## src/rtl/card_auth_if.sv

```systemverilog
// Signal bundle between the card reader / vending controller and card_auth.
// The slave view belongs to card_auth; the master view drives it.
interface card_auth_if;
  logic       CARD_INSERT;
  logic [7:0] CARD_BALANCE;
  logic [2:0] COST;
  logic       VEND;
  logic       FAILED_TRAN;
  logic       CARD_IN;
  logic       VALID_TRAN;
  logic       DECLINED;
  logic       CARD_EJECT;
  logic [7:0] BALANCE;

  modport master (
    output CARD_INSERT, CARD_BALANCE, COST, VEND, FAILED_TRAN,
    input  CARD_IN, VALID_TRAN, DECLINED, CARD_EJECT, BALANCE
  );

  modport slave (
    input  CARD_INSERT, CARD_BALANCE, COST, VEND, FAILED_TRAN,
    output CARD_IN, VALID_TRAN, DECLINED, CARD_EJECT, BALANCE
  );
endinterface

```

## src/rtl/card_auth.sv

```systemverilog
// Card-payment front end: debounces card insertion, latches the balance and
// authorises one debit per insertion before ejecting the card.
module card_auth #(
  parameter int DEBOUNCE     = 3,
  parameter int AUTH_LATENCY = 2,
  parameter int ARM_TIMEOUT  = 12
) (
  input logic        CLK,
  input logic        RESET,
  card_auth_if.slave auth_bus
);

  typedef enum logic [2:0] {
    ST_IDLE,
    ST_DEBOUNCE,
    ST_ARMED,
    ST_AUTH,
    ST_GRANT,
    ST_WAIT_DONE,
    ST_EJECT
  } state_t;

  // Terminal counts: ARMED and AUTH each last exactly their parameter in cycles.
  localparam logic [3:0] DEB_TERM = 4'(DEBOUNCE);
  localparam logic [3:0] ARM_TERM = 4'(ARM_TIMEOUT - 1);
  localparam logic [1:0] LAT_TERM = 2'(AUTH_LATENCY - 1);

  state_t     state, state_d;
  logic [3:0] deb_cnt, deb_cnt_d;
  logic [3:0] arm_cnt, arm_cnt_d;
  logic [1:0] lat_cnt, lat_cnt_d;
  logic [2:0] cost_q, cost_d;
  logic [7:0] balance_q, balance_d;
  logic       vend_seen, vend_seen_d;
  logic       card_in_q, card_in_d;
  logic       valid_q, valid_d;
  logic       declined_q, declined_d;
  logic       eject_q, eject_d;

  always_ff @(posedge CLK) begin
    if (RESET) begin
      state      <= ST_IDLE;
      deb_cnt    <= '0;
      arm_cnt    <= '0;
      lat_cnt    <= '0;
      cost_q     <= '0;
      balance_q  <= '0;
      vend_seen  <= 1'b0;
      card_in_q  <= 1'b0;
      valid_q    <= 1'b0;
      declined_q <= 1'b0;
      eject_q    <= 1'b0;
    end else begin
      state      <= state_d;
      deb_cnt    <= deb_cnt_d;
      arm_cnt    <= arm_cnt_d;
      lat_cnt    <= lat_cnt_d;
      cost_q     <= cost_d;
      balance_q  <= balance_d;
      vend_seen  <= vend_seen_d;
      card_in_q  <= card_in_d;
      valid_q    <= valid_d;
      declined_q <= declined_d;
      eject_q    <= eject_d;
    end
  end

  always_comb begin
    state_d     = state;
    deb_cnt_d   = deb_cnt;
    arm_cnt_d   = arm_cnt;
    lat_cnt_d   = lat_cnt;
    cost_d      = cost_q;
    balance_d   = balance_q;
    vend_seen_d = vend_seen | auth_bus.VEND;
    card_in_d   = 1'b0;
    valid_d     = 1'b0;
    declined_d  = 1'b0;

    case (state)
      ST_IDLE: begin
        if (auth_bus.CARD_INSERT) begin
          state_d   = ST_DEBOUNCE;
          deb_cnt_d = 4'd1;
        end
      end
      ST_DEBOUNCE: begin
        if (!auth_bus.CARD_INSERT) begin
          state_d   = ST_IDLE;
          deb_cnt_d = '0;
        end else if (deb_cnt == DEB_TERM) begin
          state_d     = ST_ARMED;
          deb_cnt_d   = '0;
          arm_cnt_d   = '0;
          vend_seen_d = 1'b0;
          balance_d   = auth_bus.CARD_BALANCE;
          card_in_d   = 1'b1;
        end else begin
          deb_cnt_d = deb_cnt + 4'd1;
        end
      end
      // A failure outranks a cost request, and a cost request outranks the timeout.
      ST_ARMED: begin
        if (!auth_bus.CARD_INSERT || auth_bus.FAILED_TRAN) begin
          state_d = ST_EJECT;
        end else if (auth_bus.COST != 3'd0) begin
          state_d   = ST_AUTH;
          cost_d    = auth_bus.COST;
          lat_cnt_d = '0;
        end else if (arm_cnt == ARM_TERM) begin
          state_d = ST_EJECT;
        end else begin
          arm_cnt_d = arm_cnt + 4'd1;
        end
      end
      ST_AUTH: begin
        if (!auth_bus.CARD_INSERT || auth_bus.FAILED_TRAN) begin
          state_d = ST_EJECT;
        end else if (lat_cnt == LAT_TERM) begin
          if (balance_q >= {5'd0, cost_q}) begin
            state_d   = ST_GRANT;
            balance_d = balance_q - {5'd0, cost_q};
          end else begin
            state_d    = ST_EJECT;
            declined_d = 1'b1;
          end
        end else begin
          lat_cnt_d = lat_cnt + 2'd1;
        end
      end
      ST_GRANT: begin
        state_d = ST_WAIT_DONE;
        valid_d = 1'b1;
      end
      ST_WAIT_DONE: begin
        if (!auth_bus.CARD_INSERT || auth_bus.COST == 3'd0) begin
          state_d = ST_EJECT;
        end
      end
      ST_EJECT: begin
        if (!auth_bus.CARD_INSERT) begin
          state_d   = ST_IDLE;
          balance_d = '0;
        end
      end
      default: state_d = ST_IDLE;
    endcase

    eject_d = (state_d == ST_EJECT);
  end

  assign auth_bus.CARD_IN    = card_in_q;
  assign auth_bus.VALID_TRAN = valid_q;
  assign auth_bus.DECLINED   = declined_q;
  assign auth_bus.CARD_EJECT = eject_q;
  assign auth_bus.BALANCE    = balance_q;

endmodule

```

## src/flat_wrapper.sv

```systemverilog
// flat-port wrapper written by rule: the top's interface ports become plain ports
module card_auth_flat 
#(
  parameter int DEBOUNCE     = 3,
  parameter int AUTH_LATENCY = 2,
  parameter int ARM_TIMEOUT  = 12
)
  (CLK, RESET, auth_bus_CARD_INSERT, auth_bus_CARD_BALANCE, auth_bus_COST, auth_bus_VEND, auth_bus_FAILED_TRAN, auth_bus_CARD_IN, auth_bus_VALID_TRAN, auth_bus_DECLINED, auth_bus_CARD_EJECT, auth_bus_BALANCE);
  card_auth_if auth_bus_i ();
  input logic CLK;
  input logic RESET;
  input wire logic [$bits(auth_bus_i.CARD_INSERT)-1:0] auth_bus_CARD_INSERT;
  input wire logic [$bits(auth_bus_i.CARD_BALANCE)-1:0] auth_bus_CARD_BALANCE;
  input wire logic [$bits(auth_bus_i.COST)-1:0] auth_bus_COST;
  input wire logic [$bits(auth_bus_i.VEND)-1:0] auth_bus_VEND;
  input wire logic [$bits(auth_bus_i.FAILED_TRAN)-1:0] auth_bus_FAILED_TRAN;
  output wire logic [$bits(auth_bus_i.CARD_IN)-1:0] auth_bus_CARD_IN;
  output wire logic [$bits(auth_bus_i.VALID_TRAN)-1:0] auth_bus_VALID_TRAN;
  output wire logic [$bits(auth_bus_i.DECLINED)-1:0] auth_bus_DECLINED;
  output wire logic [$bits(auth_bus_i.CARD_EJECT)-1:0] auth_bus_CARD_EJECT;
  output wire logic [$bits(auth_bus_i.BALANCE)-1:0] auth_bus_BALANCE;
  assign auth_bus_i.CARD_INSERT = auth_bus_CARD_INSERT;
  assign auth_bus_i.CARD_BALANCE = auth_bus_CARD_BALANCE;
  assign auth_bus_i.COST = auth_bus_COST;
  assign auth_bus_i.VEND = auth_bus_VEND;
  assign auth_bus_i.FAILED_TRAN = auth_bus_FAILED_TRAN;
  assign auth_bus_CARD_IN = auth_bus_i.CARD_IN;
  assign auth_bus_VALID_TRAN = auth_bus_i.VALID_TRAN;
  assign auth_bus_DECLINED = auth_bus_i.DECLINED;
  assign auth_bus_CARD_EJECT = auth_bus_i.CARD_EJECT;
  assign auth_bus_BALANCE = auth_bus_i.BALANCE;
  card_auth #(.DEBOUNCE(DEBOUNCE), .AUTH_LATENCY(AUTH_LATENCY), .ARM_TIMEOUT(ARM_TIMEOUT)) u_core (.CLK(CLK), .RESET(RESET), .auth_bus(auth_bus_i));
endmodule
```

## config.mk

```make
export PLATFORM = sky130hd
export DESIGN_NAME = card_auth_flat
export DESIGN_NICKNAME = d
export VERILOG_FILES = /design/src/rtl/card_auth_if.sv /design/src/rtl/card_auth.sv /design/src/flat_wrapper.sv
export SDC_FILE = /design/constraint.sdc
export NUM_CORES = 1
export LEC_CHECK = 0
export CORE_MARGIN = 2
export CORE_UTILIZATION = 46
export CTS_CLUSTER_DIAMETER = 60
export DETAILED_ROUTE_END_ITERATION = 7
export GPL_TIMING_DRIVEN = 1
export PLACE_DENSITY = 0.77
export SYNTH_ARGS = -nofsm -noshare
export SYNTH_HDL_FRONTEND = slang
export SYNTH_SLANG_ARGS = --single-unit
```

## constraint.sdc

```tcl
create_clock -name CLK -period 2.7 [get_ports CLK]
set_input_delay 0.675 -clock CLK [delete_from_list [all_inputs] [get_ports CLK]]
set_output_delay 0.675 -clock CLK [all_outputs]
set_load 0.01 [all_outputs]
```

==> reports/qor.yml <==
run_status:
  outcome: "complete, no violations"
critical_path:
  worstRegToRegCells: 9
  cp-end-kind: "flip-flop"
  rrSetupSlack_ns: 0.52
  cp_slowest_cell: "fa_1"
  worst-path-max-fanout: 3
  critPathBufInv: 2
  cp_data_arrival_time_ns: 2.34
  worstSetupPathType: "reg -> reg"
  slowest_delay_ns: 0.42
  crit_family: "compound AO/OA/AOI/OAI gates"
  r2r-start: "u_core.auth_bus.BALANCE[0]"
  worst_ep_required_time_ns: 2.86
  cp_cell_sequence: "inv_1 > ha_1 > inv_1 > fa_1 > a211oi_1 > nand2_1 > and3_1 > o31ai_1 > a21oi_1"
  cp_common_cell: "inv_1"
  reg2reg_to: "u_core.auth_bus.BALANCE[6]"
  crit_path_start_kind: "flip-flop"
cts:
  clk_latency_ns: 0.27
  cts_buffer_depth: 2
  h-tree-depth: 1
  ctsResizeCount: 0
  tritoncts: "yes"
  cts_setup_buffers: 0
  cts_made_buffers: 3
  root_buffer: "clkbuf_8"
  clkTransAtPathRegs_ns: 0.09
  numClockSinks: 28
  cts_hold_buf: 0
yosys:
  yosys_warnings: 0
  synth.area.mux_share: 0
  synthAdderAreaFrac: 0.0552
  synth-compound-area-share: 0.247
  synth.distinct_cells: 55
  synth_xor_area_frac: 0.0153
  synth_area_per_cell_um2: 8.28
  synth_cells: 208
  syn_nets: 231
  synthArstFlopShare: 0
  ys.flop_type: "dfxtp_1"
  synth_seq_cells: 28
  synth_edf_count: 0
  ys_seq_area_frac: 0.326
  synth-simple-area-share: 0.297
  synth_top_family_by_area: "simple AND/OR/NAND/NOR gates"
  syn-cell-area_um2: 1720
sta:
  fin_setup_tns_ns: 0
  relSlewSlack: 0.575
  rsz0062_at_grt: "no"
  fin_crit_ns: 2.18
  maxSlewViolCount: 0
  fmax_mhz: 459
  hold_viol: 0
  clock_skew_ns: 0.00198
  worst_pin_slew_ns: 0.636
  setup_violations: 0
  finalCritPeriodShare: 0.806
floorplanning:
  ios: 28
  die_w_um: 65.2
  core.rowCount: 22
  fp.coreArea_um2: 3630
  die_h_um: 65.2
  start_util: 0.474
  die-area_um2: 4250
cells_and_area:
  n_antenna_cell: 0
  seq_area_um2: 561
  drive_above_1_share: 0.0823
  fillers: 340
  multi_input_area_um2: 1060
  syn2layout_area_growth_pct: 19.3
  final_util: 0.565
  layout.nets: 255
hold_path:
  worstHoldStart: "u_core.cost_q[0]"
  holdCritPathClass: "reg -> reg"
  holdPathEnd: "u_core.cost_q[0]"
  whs_path_depth: 2
global_route:
  grt.overflow.total: 0
  grt_pass1_wl_um: 6410
  track_usage: 0.186
  first_global_vias: 1545
  grt_max_degree: 25
  grt_antenna_before_repair: 0
power:
  total_power_uw: 754
  swShare: 0.226
  p_comb_frac: 0.092
  p_seq_frac: 0.563
  p_clk_frac: 0.345
  ir_drop_v: 0.000186
  power_density_nw_per_um2: 367
  internal_power_uw: 584
  switchingPower_uw: 170
  leakagePower_uw: 0.000710
drt:
  via_per_inst: 5.64
  vias: 1574
  drtIter0Drc: 147
  drcViolationCount: 0
  wl_per_cell_um: 13.0
  drt_pre_antenna_iters: 4
  drt_wl_total_um: 3630
  ant_nets: 0
placed_design:
  place.gp.congestion: 0.823
  dp_hpwl_um: 2660
  port_buffers: 26
job:
  max_cap_viol_count: 0
## worst max-delay path by stage
stage | from | depth (start not counted) | slack [ns] | to
6_report | u_core.auth_bus.BALANCE[0] | 9 | 0.52 | u_core.auth_bus.BALANCE[6]
5_1_grt | auth_bus_CARD_INSERT | 6 | 0.39 | u_core.auth_bus.BALANCE[7]
4_1_cts | u_core.auth_bus.BALANCE[0] | 9 | 0.51 | u_core.auth_bus.BALANCE[6]
3_5_place_dp | auth_bus_CARD_INSERT | 6 | 0.25 | u_core.auth_bus.BALANCE[3]
3_3_place_gp | auth_bus_CARD_INSERT | 6 | 0.29 | u_core.arm_cnt[0]
2_1_floorplan | u_core.auth_bus.BALANCE[0] | 9 | 0.67 | u_core.auth_bus.BALANCE[6]
## area by class of cell
cell class                      count  area share
Multi-Input combinational cell    160       0.515
Sequential cell                    28       0.273
Timing Repair Buffer               29       0.138
Tap cell                           48      0.0292
Clock buffer                        4      0.0268
Inverter                           10      0.0183
## flip-flops by register name (all words and copies together), names as in the netlist
signal / count
u_core.deb_cnt: 4
u_core.cost_q: 3
u_core.state: 3
u_core.lat_cnt: 2
u_core.auth_bus.BALANCE: 8
u_core.auth_bus.CARD_IN: 1
u_core.auth_bus.CARD_EJECT: 1
u_core.arm_cnt: 4
u_core.auth_bus.DECLINED: 1
u_core.auth_bus.VALID_TRAN: 1
## cells by family after synthesis
| family | Yosys count |
|---|---|
| buffers and inverters | 20 |
| AND/OR/NAND/NOR | 91 |
| flip-flops | 28 |
| XOR/XNOR | 3 |
| adder cells (fa/ha/maj) | 7 |
| AO/OA/AOI/OAI | 59 |
## cells in the mapped netlist (all sizes together), types with 2 or more instances
master   count  area (um^2)
a21oi       15         75.1
o21ai       10         50.1
and2         4         27.5
nand2       23         86.3
nor3         6         30.0
inv         10         37.5
o2bb2ai      2         17.5
o21a         4         37.5
or3          3         18.8
nand2b       3         26.3
a31oi        3         18.8
nand3b       2         15.0
buf          5         46.3
xnor2        2         17.5
a22oi        4         30.0
dfxtp       28          561
nand3        6         30.0
nor4         5         31.3
a211oi       4         40.0
clkbuf       5         18.8
a311oi       5         43.8
o31a         3         26.3
nor3b        4         46.3
nand4b       2         17.5
nor2        21         81.3
ha           6         75.1
nor2b        4         25.0
## cell usage in the layout (no fill, tap or decap), types with 6 or more instances in the layout
master	Yosys	layout
a21oi_1	15	15
ha_1	6	6
o21ai_0	10	10
nor2_1	20	20
nand2_1	23	23
nand3_1	6	6
dfxtp_1	28	28
nor3_1	6	6
clkdlybuf4s50_1	0	26
inv_1	10	10
## metrics by stage
stage,setup slack (ns),area (um^2),hold WS [ns],instances
after global routing,0.387,2050,0.515,279
after floorplan,0.666,1720,0.440,208
final,0.523,2050,0.472,279
after CTS,0.512,2050,0.471,279
after detailed placement,0.249,2000,0.457,275
after global placement,0.295,2000,0.453,275
## routing by layer
metal | track usage | up-vias | wire length, um
met5 | 0 | - | 0
met4 | 0.0729 | 0 | 79
met3 | 0.0274 | 9 | 133
met2 | 0.324 | 34 | 1740
met1 | 0.231 | 719 | 1670
li1 | - | 812 | -
## worst register-to-register path: cells and delay by family, from the launching register on
family / cells / cell delay (ns)
flops: 1 / 0.33
fa+ha+maj: 2 / 0.58
compound gates: 3 / 0.70
simple gates: 2 / 0.32
buf+inv: 2 / 0.12
## power groups by stage
stage	registers (uW)	clock network [uW]	logic (uW)
2_1_floorplan	430	0	41.4
3_3_place_gp	434	0	69.1
3_5_place_dp	434	0	69.5
4_1_cts	425	269	70.0
5_1_grt	426	281	78.9
6_report	424	260	69.7
No activity file was read; power rests on OpenSTA's default activity.
